==> src/rtl/uart_slot_sequencer.sv <==
// Bus master for the uart_core slot interface: applies configuration, arbitrates
// two TX byte requesters round-robin and drains the RX FIFO into a valid/ready stream.
module uart_slot_sequencer #(
    parameter int DVSR_WIDTH = 11,
    parameter int DATA_BITS  = 8
) (
    input  logic                  clk,
    input  logic                  reset_n,
    input  logic                  cfg_valid,
    input  logic [DVSR_WIDTH-1:0] cfg_dvsr,
    input  logic                  cfg_data7,
    output logic                  cfg_ready,
    input  logic                  tx0_valid,
    input  logic [DATA_BITS-1:0]  tx0_data,
    output logic                  tx0_ready,
    input  logic                  tx1_valid,
    input  logic [DATA_BITS-1:0]  tx1_data,
    output logic                  tx1_ready,
    output logic                  rx_valid,
    output logic [DATA_BITS-1:0]  rx_data,
    input  logic                  rx_ready,
    output logic                  uart_cs,
    output logic                  uart_read,
    output logic                  uart_write,
    output logic [4:0]            uart_reg_addr,
    output logic [31:0]           uart_wr_data,
    input  logic [31:0]           uart_rd_data,
    input  logic                  uart_tx_full,
    input  logic                  uart_rx_empty,
    output logic                  busy
);

    typedef enum logic [1:0] {IDLE, ACCESS, GAP} state_t;
    typedef enum logic [1:0] {OP_NONE, OP_CTRL, OP_READ, OP_WRITE} op_t;

    localparam logic [4:0] ADDR_CTRL  = 5'd0;
    localparam logic [4:0] ADDR_READ  = 5'd2;
    localparam logic [4:0] ADDR_WRITE = 5'd3;

    state_t               state, state_nx;
    op_t                  op_q, op_sel;
    logic                 grant_sel;
    logic                 last_grant;
    logic                 data7_q;
    logic [31:0]          ctrl_word;
    logic [31:0]          tx_word;
    logic [DATA_BITS-1:0] rd_byte;
    logic                 unused_rd_bits;

    assign unused_rd_bits = ^uart_rd_data[31:DATA_BITS];

    // IDLE decision: config, then RX drain, then TX round-robin
    always_comb begin
        op_sel    = OP_NONE;
        grant_sel = 1'b0;
        if (state == IDLE) begin
            if (cfg_valid) begin
                op_sel = OP_CTRL;
            end else if (!uart_rx_empty && !rx_valid) begin
                op_sel = OP_READ;
            end else if ((tx0_valid || tx1_valid) && !uart_tx_full) begin
                op_sel = OP_WRITE;
                if (tx0_valid && tx1_valid) grant_sel = ~last_grant;
                else                        grant_sel = tx1_valid;
            end
        end
    end

    always_comb begin
        ctrl_word                   = '0;
        ctrl_word[DVSR_WIDTH-1:0]   = cfg_dvsr;
        ctrl_word[15]               = cfg_data7;
        tx_word                     = '0;
        tx_word[DATA_BITS-1:0]      = grant_sel ? tx1_data : tx0_data;
        rd_byte                     = uart_rd_data[DATA_BITS-1:0];
        if (data7_q) rd_byte[7]     = 1'b0;
    end

    always_ff @(posedge clk or negedge reset_n) begin
        if (!reset_n) state <= IDLE;
        else          state <= state_nx;
    end

    always_comb begin
        state_nx = state;
        case (state)
            IDLE:    if (op_sel != OP_NONE) state_nx = ACCESS;
            ACCESS:  state_nx = GAP;
            GAP:     state_nx = IDLE;
            default: state_nx = IDLE;
        endcase
    end

    always_comb begin
        busy       = (state != IDLE);
        cfg_ready  = (state == IDLE);
        tx0_ready  = (op_sel == OP_WRITE) && !grant_sel;
        tx1_ready  = (op_sel == OP_WRITE) && grant_sel;
        uart_cs    = (state == ACCESS);
        uart_write = (state == ACCESS) && ((op_q == OP_CTRL) || (op_q == OP_WRITE));
        uart_read  = (state == ACCESS) && (op_q == OP_READ);
    end

    // Slot address/data are latched at the IDLE decision and held between accesses
    always_ff @(posedge clk or negedge reset_n) begin
        if (!reset_n) begin
            op_q          <= OP_NONE;
            uart_reg_addr <= '0;
            uart_wr_data  <= '0;
            last_grant    <= 1'b1;
            data7_q       <= 1'b0;
            rx_valid      <= 1'b0;
            rx_data       <= '0;
        end else begin
            case (op_sel)
                OP_CTRL: begin
                    op_q          <= OP_CTRL;
                    uart_reg_addr <= ADDR_CTRL;
                    uart_wr_data  <= ctrl_word;
                    data7_q       <= cfg_data7;
                end
                OP_READ: begin
                    op_q          <= OP_READ;
                    uart_reg_addr <= ADDR_READ;
                end
                OP_WRITE: begin
                    op_q          <= OP_WRITE;
                    uart_reg_addr <= ADDR_WRITE;
                    uart_wr_data  <= tx_word;
                    last_grant    <= grant_sel;
                end
                default: ;
            endcase

            if (state == ACCESS && op_q == OP_READ) begin
                rx_valid <= 1'b1;
                rx_data  <= rd_byte;
            end else if (rx_valid && rx_ready) begin
                rx_valid <= 1'b0;
            end
        end
    end

endmodule

==> config.mk <==
export PLATFORM = sky130hd
export DESIGN_NAME = uart_slot_sequencer
export DESIGN_NICKNAME = d
export VERILOG_FILES = /design/src/rtl/uart_slot_sequencer.sv
export SDC_FILE = /design/constraint.sdc
export NUM_CORES = 1
export LEC_CHECK = 0
export ABC_AREA = 1
export CAP_MARGIN = 20
export CORE_ASPECT_RATIO = 0.9
export CORE_MARGIN = 2
export CORE_UTILIZATION = 33
export DETAILED_ROUTE_END_ITERATION = 10
export PLACE_DENSITY = 0.83
export SYNTH_ARGS = -nofsm -noshare
export SYNTH_HDL_FRONTEND = slang
export SYNTH_SLANG_ARGS = --single-unit
==> constraint.sdc <==
create_clock -name clk -period 1.5 [get_ports clk]
set_clock_uncertainty 0.1 [all_clocks]
set_input_delay 0.3 -clock clk [delete_from_list [all_inputs] [get_ports clk]]
set_output_delay 0.3 -clock clk [all_outputs]
set_load 0.005 [all_outputs]
# --- After elaboration in Yosys (flattened, before gate mapping) ---
# Index checks and enable logic that the tools add are counted.
totals:
  ff_bits: 52
  latchBits: 0
  ramBits: 0
  rom_bits: 0
  in_bits: 68
  mem_count: 0
classes:
  add_sub_neg: 0
  n_mul: 0
  div: 0
  n_lt_le_gt_ge: 0
  n_eq_ne: 8
  n_shift: 0
  mux: 18
  bitwise_logic: 1
  reduce_logical: 20
op_table:
  columns: ["op", "count"]
  rows:
  - ["32-bit one-hot mux with 2 select lines", 1]
  - ["5-bit one-hot mux with 3 select lines", 1]
  - ["2-bit two-way mux", 5]
  - ["2-bit equality test, second input constant", 4]
  - ["1-bit logical AND", 8]
  - ["1-bit two-way mux", 8]
  - ["8-bit two-way mux", 1]
  - ["2-bit nonzero test", 4]
  - ["2-bit by 1-bit equality test with 1-bit output, second input constant", 3]
  - ["2-bit one-hot mux with 3 select lines", 1]
  - ["1-bit logical NOT", 4]
  - ["2-bit one-hot mux with 2 select lines", 1]
  - ["3-bit nonzero test", 1]
  - ["2-bit logical NOT", 1]
  - ["1-bit logical OR", 2]
  - ["2-bit by 1-bit inequality test with 1-bit output, second input constant", 1]
  - ["1-bit inverter", 1]

# --- Longest topological paths before layout ---
logic_depth:
  ltp_word: 9
  depth_mapped: 9

# --- Worst setup path after synthesis ---
# No wires, ideal clock.
synth_timing:
  path_type: "flip-flop to output port"
  startpoint: "register state[1]"
  endpoint: "output tx0_ready"
  t_arrival_ns: 1.074
  t_required_ns: 1.100
  setup_slack_ns: 0.026
  stages_incl_launch_ff: 7
  n_path_buf: 1
  cell_sequence: "dfrtp_1 -> inv_2 -> nand2_2 -> nor2_4 -> nand2_2 -> buf_4 -> nor2_1"
synth_between:
  elab_chain_cells: 4
  elab_cells_between_ends: 6
  cone_classes: "eq/ne: 1; mux: 2; reduce/logical: 3"
synth_lines:
  columns: ["item", "line_no", "text"]
  rows:
  - ["from (decl)", "40", "state_t state, state_nx;"]
  - ["from (signal assigned)", "81", "else state <= state_nx;"]
  - ["2-bit logical NOT (*)", "56", "if (state == IDLE) begin"]
  - ["2-bit two-way mux / 1-bit two-way mux (equally long branches)", "56", null]
  - ["2-bit equality test / 1-bit logical NOT (equally long branches)", "97", "tx0_ready = (op_sel == OP_WRITE) && !grant_sel;"]
  - ["1-bit logical AND (*)", "97", null]
  - ["to (decl)", "15", "output logic tx0_ready,"]
# Every way passes the cells marked *; elsewhere a longest branch is shown, timed or not.

# --- Worst setup path after layout ---
layout_timing:
  startpoint: "register state[1]"
  endpoint: "output tx1_ready"
layout_between:
  elab_chain_cells: 4
  elab_cells_between_ends: 5
  cone_classes: "eq/ne: 1; mux: 2; reduce/logical: 2"
layout_lines:
  columns: ["item", "line_no", "text"]
  rows:
  - ["2-bit logical NOT (*)", "56", null]
  - ["2-bit two-way mux", "56", null]
  - ["2-bit equality test", "98", "tx1_ready = (op_sel == OP_WRITE) && grant_sel;"]
  - ["1-bit logical AND (*)", "98", null]
  - ["to (decl)", "18", "output logic tx1_ready,"]
# Marks and branches as above.

==> flow_metrics.py <==
metrics = {
    "run_status": {
        "status": "finished with violations",
        "violations": "negative setup slack",
    },
    "pwr": {
        "power_frac_seq": 0.302,
        "peakVddDrop_uv": 744.2,
        "cellLeakagePower_nw": 1.402,
        "cellInternalPower_mw": 2.874,
        "clockPowerShare": 0.134,
        "powerDensity_nw_per_um2": 1590,
        "fin_total_pwr_mw": 4.449,
        "switching_share": 0.3540,
        "p_sw_mw": 1.575,
        "comb_power_share": 0.564,
    },
    "floorplanning": {
        "rows": 23,
        "core_area_um2": 4518,
        "die_w_um": 76.60,
        "dieHeight_um": 69.34,
        "initial_utilization": 0.3464,
        "ioPinCount": 121,
        "dieArea_um2": 5311,
    },
    "flow_run": {
        "max_cap_violations": 0,
    },
    "sta": {
        "slew_violations": 0,
        "worst_slack_ns": -0.1438,
        "post-route-period-util": 1.096,
        "finalCriticalPeriod_ns": 1.644,
        "fmax_mhz": 608.3,
        "rsz0062_at_grt": "true",
        "holdWs_ns": 0.2773,
        "setup_violations": 13,
        "hold_viol_final": 0,
    },
    "detailed_routing": {
        "drc": 0,
        "vias": 1648,
        "via_per_inst": 4.383,
        "drt_iter0_drc": 51,
        "firstDrtPassIters": 4,
        "wl_per_cell_um": 12.48,
        "drt-total-wl_um": 4693,
        "antenna_left": 0,
    },
    "cells_and_area": {
        "antenna_cells": 0,
        "layout-drive-gt1-share": 0.2803,
        "nets": 383,
        "post-route-util": 0.6192,
        "final_common_cell": "nand2_1",
        "num-fill-cells": 400,
        "syn_to_final_growth_pct": 78.74,
        "final_cell_mix": "nand2_1 (57), clkdlybuf4s50_1 (38), buf_4 (31)",
    },
    "setup_path": {
        "startpoint_type": "flip-flop",
        "required_ns": 1.10,
        "ff2ff_setup_slack_ns": -0.04,
        "worst_setup_path_end_kind": "output pin",
        "cp_data_arrival_time_ns": 1.24,
        "critical_path.max_fanout": 4,
        "worstSetupPathType": "reg2out",
        "rr_worst_depth": 10,
        "timing.rr.end": "uart_wr_data[0]",
        "rr_startpoint": "rx_valid",
    },
    "cts": {
        "cts_made_buffers": 3,
        "clockBufferDepth": 2,
        "cts.clk_slew.worst_paths_ns": 0.10,
        "tritoncts": "built",
        "cts_root_buf": "clkbuf_8",
        "insertion_delay_ns": 0.27,
        "cts.htree.levels": 1,
        "cts.hold.buffers_added": 0,
        "cts.sinks": 28,
    },
    "grt": {
        "grt_remaining_overflow": 0,
        "antenna_found_initial": 0,
        "grt_pass1_vias": 1647,
        "grt_max_degree": 29,
        "track_usage": 0.1730,
        "grt_pass1_wl_um": 7417,
    },
    "logic_synthesis": {
        "syn_area_um2": 1565,
        "yosys_warnings": 0,
        "yosysUniqueCellTypes": 22,
        "yosysSeqAreaShare": 0.4484,
        "ys_ff_latch": 28,
        "syn_inst": 200,
        "avgSynthCellArea_um2": 7.826,
    },
    "placed_design": {
        "io_buffers": 73,
        "gp_congestion": 0.7581,
        "hpwl_um": 3215,
        "preCtsSetupSlack_ns": -0.6847,
    },
    "worst_hold_path": {
        "min_path_type": "in2async",
    },
}
[critical path, cell delays in order (launching register included)]
cell and delay, ns:
dfrtp_1 0.43, inv_2 0.08, nand2_4 0.05, nor2_4 0.13, nand2_4 0.07, nor2_2 0.08
buf_2 0.12
[synthesized netlist by cell type, drive strengths merged]
| cell type | count | area, µm² |
|---|---|---|
| a21oi | 2 | 25.03 |
| conb | 1 | 3.750 |
| buf | 28 | 211.5 |
| nand3b | 1 | 7.510 |
| nand3 | 5 | 30.03 |
| dfstp | 1 | 26.28 |
| dfrtp | 27 | 675.7 |
| nand4 | 16 | 100.1 |
| nor2 | 31 | 131.4 |
| inv | 13 | 48.80 |
| nor3 | 1 | 5.000 |
| o21ai | 8 | 47.54 |
| nand2 | 66 | 252.7 |
[registers in the layout (all words and copies together), names as in the netlist]
signal	count
rx_data	8
uart_reg_addr	2
rx_valid	1
last_grant	1
data7_q	1
op_q	1
uart_wr_data	12
state	2
[final cells by class]
class,instances,area (µm²),share of cell area
clock buffer,3,41.29,0.01476
sequential,28,703.2,0.2513
tap,62,77.57,0.02773
inverter,13,51.30,0.01834
timing repair buffer,116,1091,0.3900
multi-input combinational,153,803.3,0.2871
clock inverter,1,30.03,0.01073
[metal layers]
layer,vias to the layer above,wire length [µm],GRT usage
met5,-,0,0
met4,0,16,0.05051
met3,2,301,0.03646
met2,64,2480,0.3147
met1,768,1894,0.2051
li1,814,-,-
[power by group through the flow]
stage,clock network [mW],registers [mW],logic (mW)
floorplan,0,1.35,0.864
global placement,0,1.34,2.04
detailed placement,0,1.36,2.09
CTS,0.610,1.34,2.43
global route,0.640,1.40,2.76
finish,0.598,1.34,2.51
[per-stage QoR]
stage / cell area [µm²] / setup TNS [ns] / cells
finish: 2798 / -0.9213 / 376
global route: 2798 / -2.084 / 376
CTS: 2743 / -0.9935 / 375
detailed placement: 2420 / -7.275 / 349
global placement: 2420 / -6.603 / 349
floorplan: 1648 / 0 / 222
[cell families (layout without fill, tap and decap cells)]
family | after synthesis | count (layout) | share of synthesized area
buf+inv | 41 | 133 | 0.1663
other cells | 1 | 23 | 0.002396
compound gates | 10 | 10 | 0.04636
simple gates | 120 | 120 | 0.3365
flops | 28 | 28 | 0.4484
[timing repair]
item	in CTS	in global routing
hold endpoints to repair	0	0
pin swaps	13	10
cloned	2	0
buffers inserted	25	4
gates resized for setup	83	17
setup endpoints to repair	45	20
[how the worst max path moves through the flow]
stage	to	start
finish	tx1_ready	state[1]
global placement	tx1_ready	tx0_valid
global route	tx1_ready	state[1]
floorplan	tx0_ready	state[1]
CTS	tx1_ready	state[1]
detailed placement	tx1_ready	tx0_valid
Note: power is estimated with default switching activity, not from simulation.
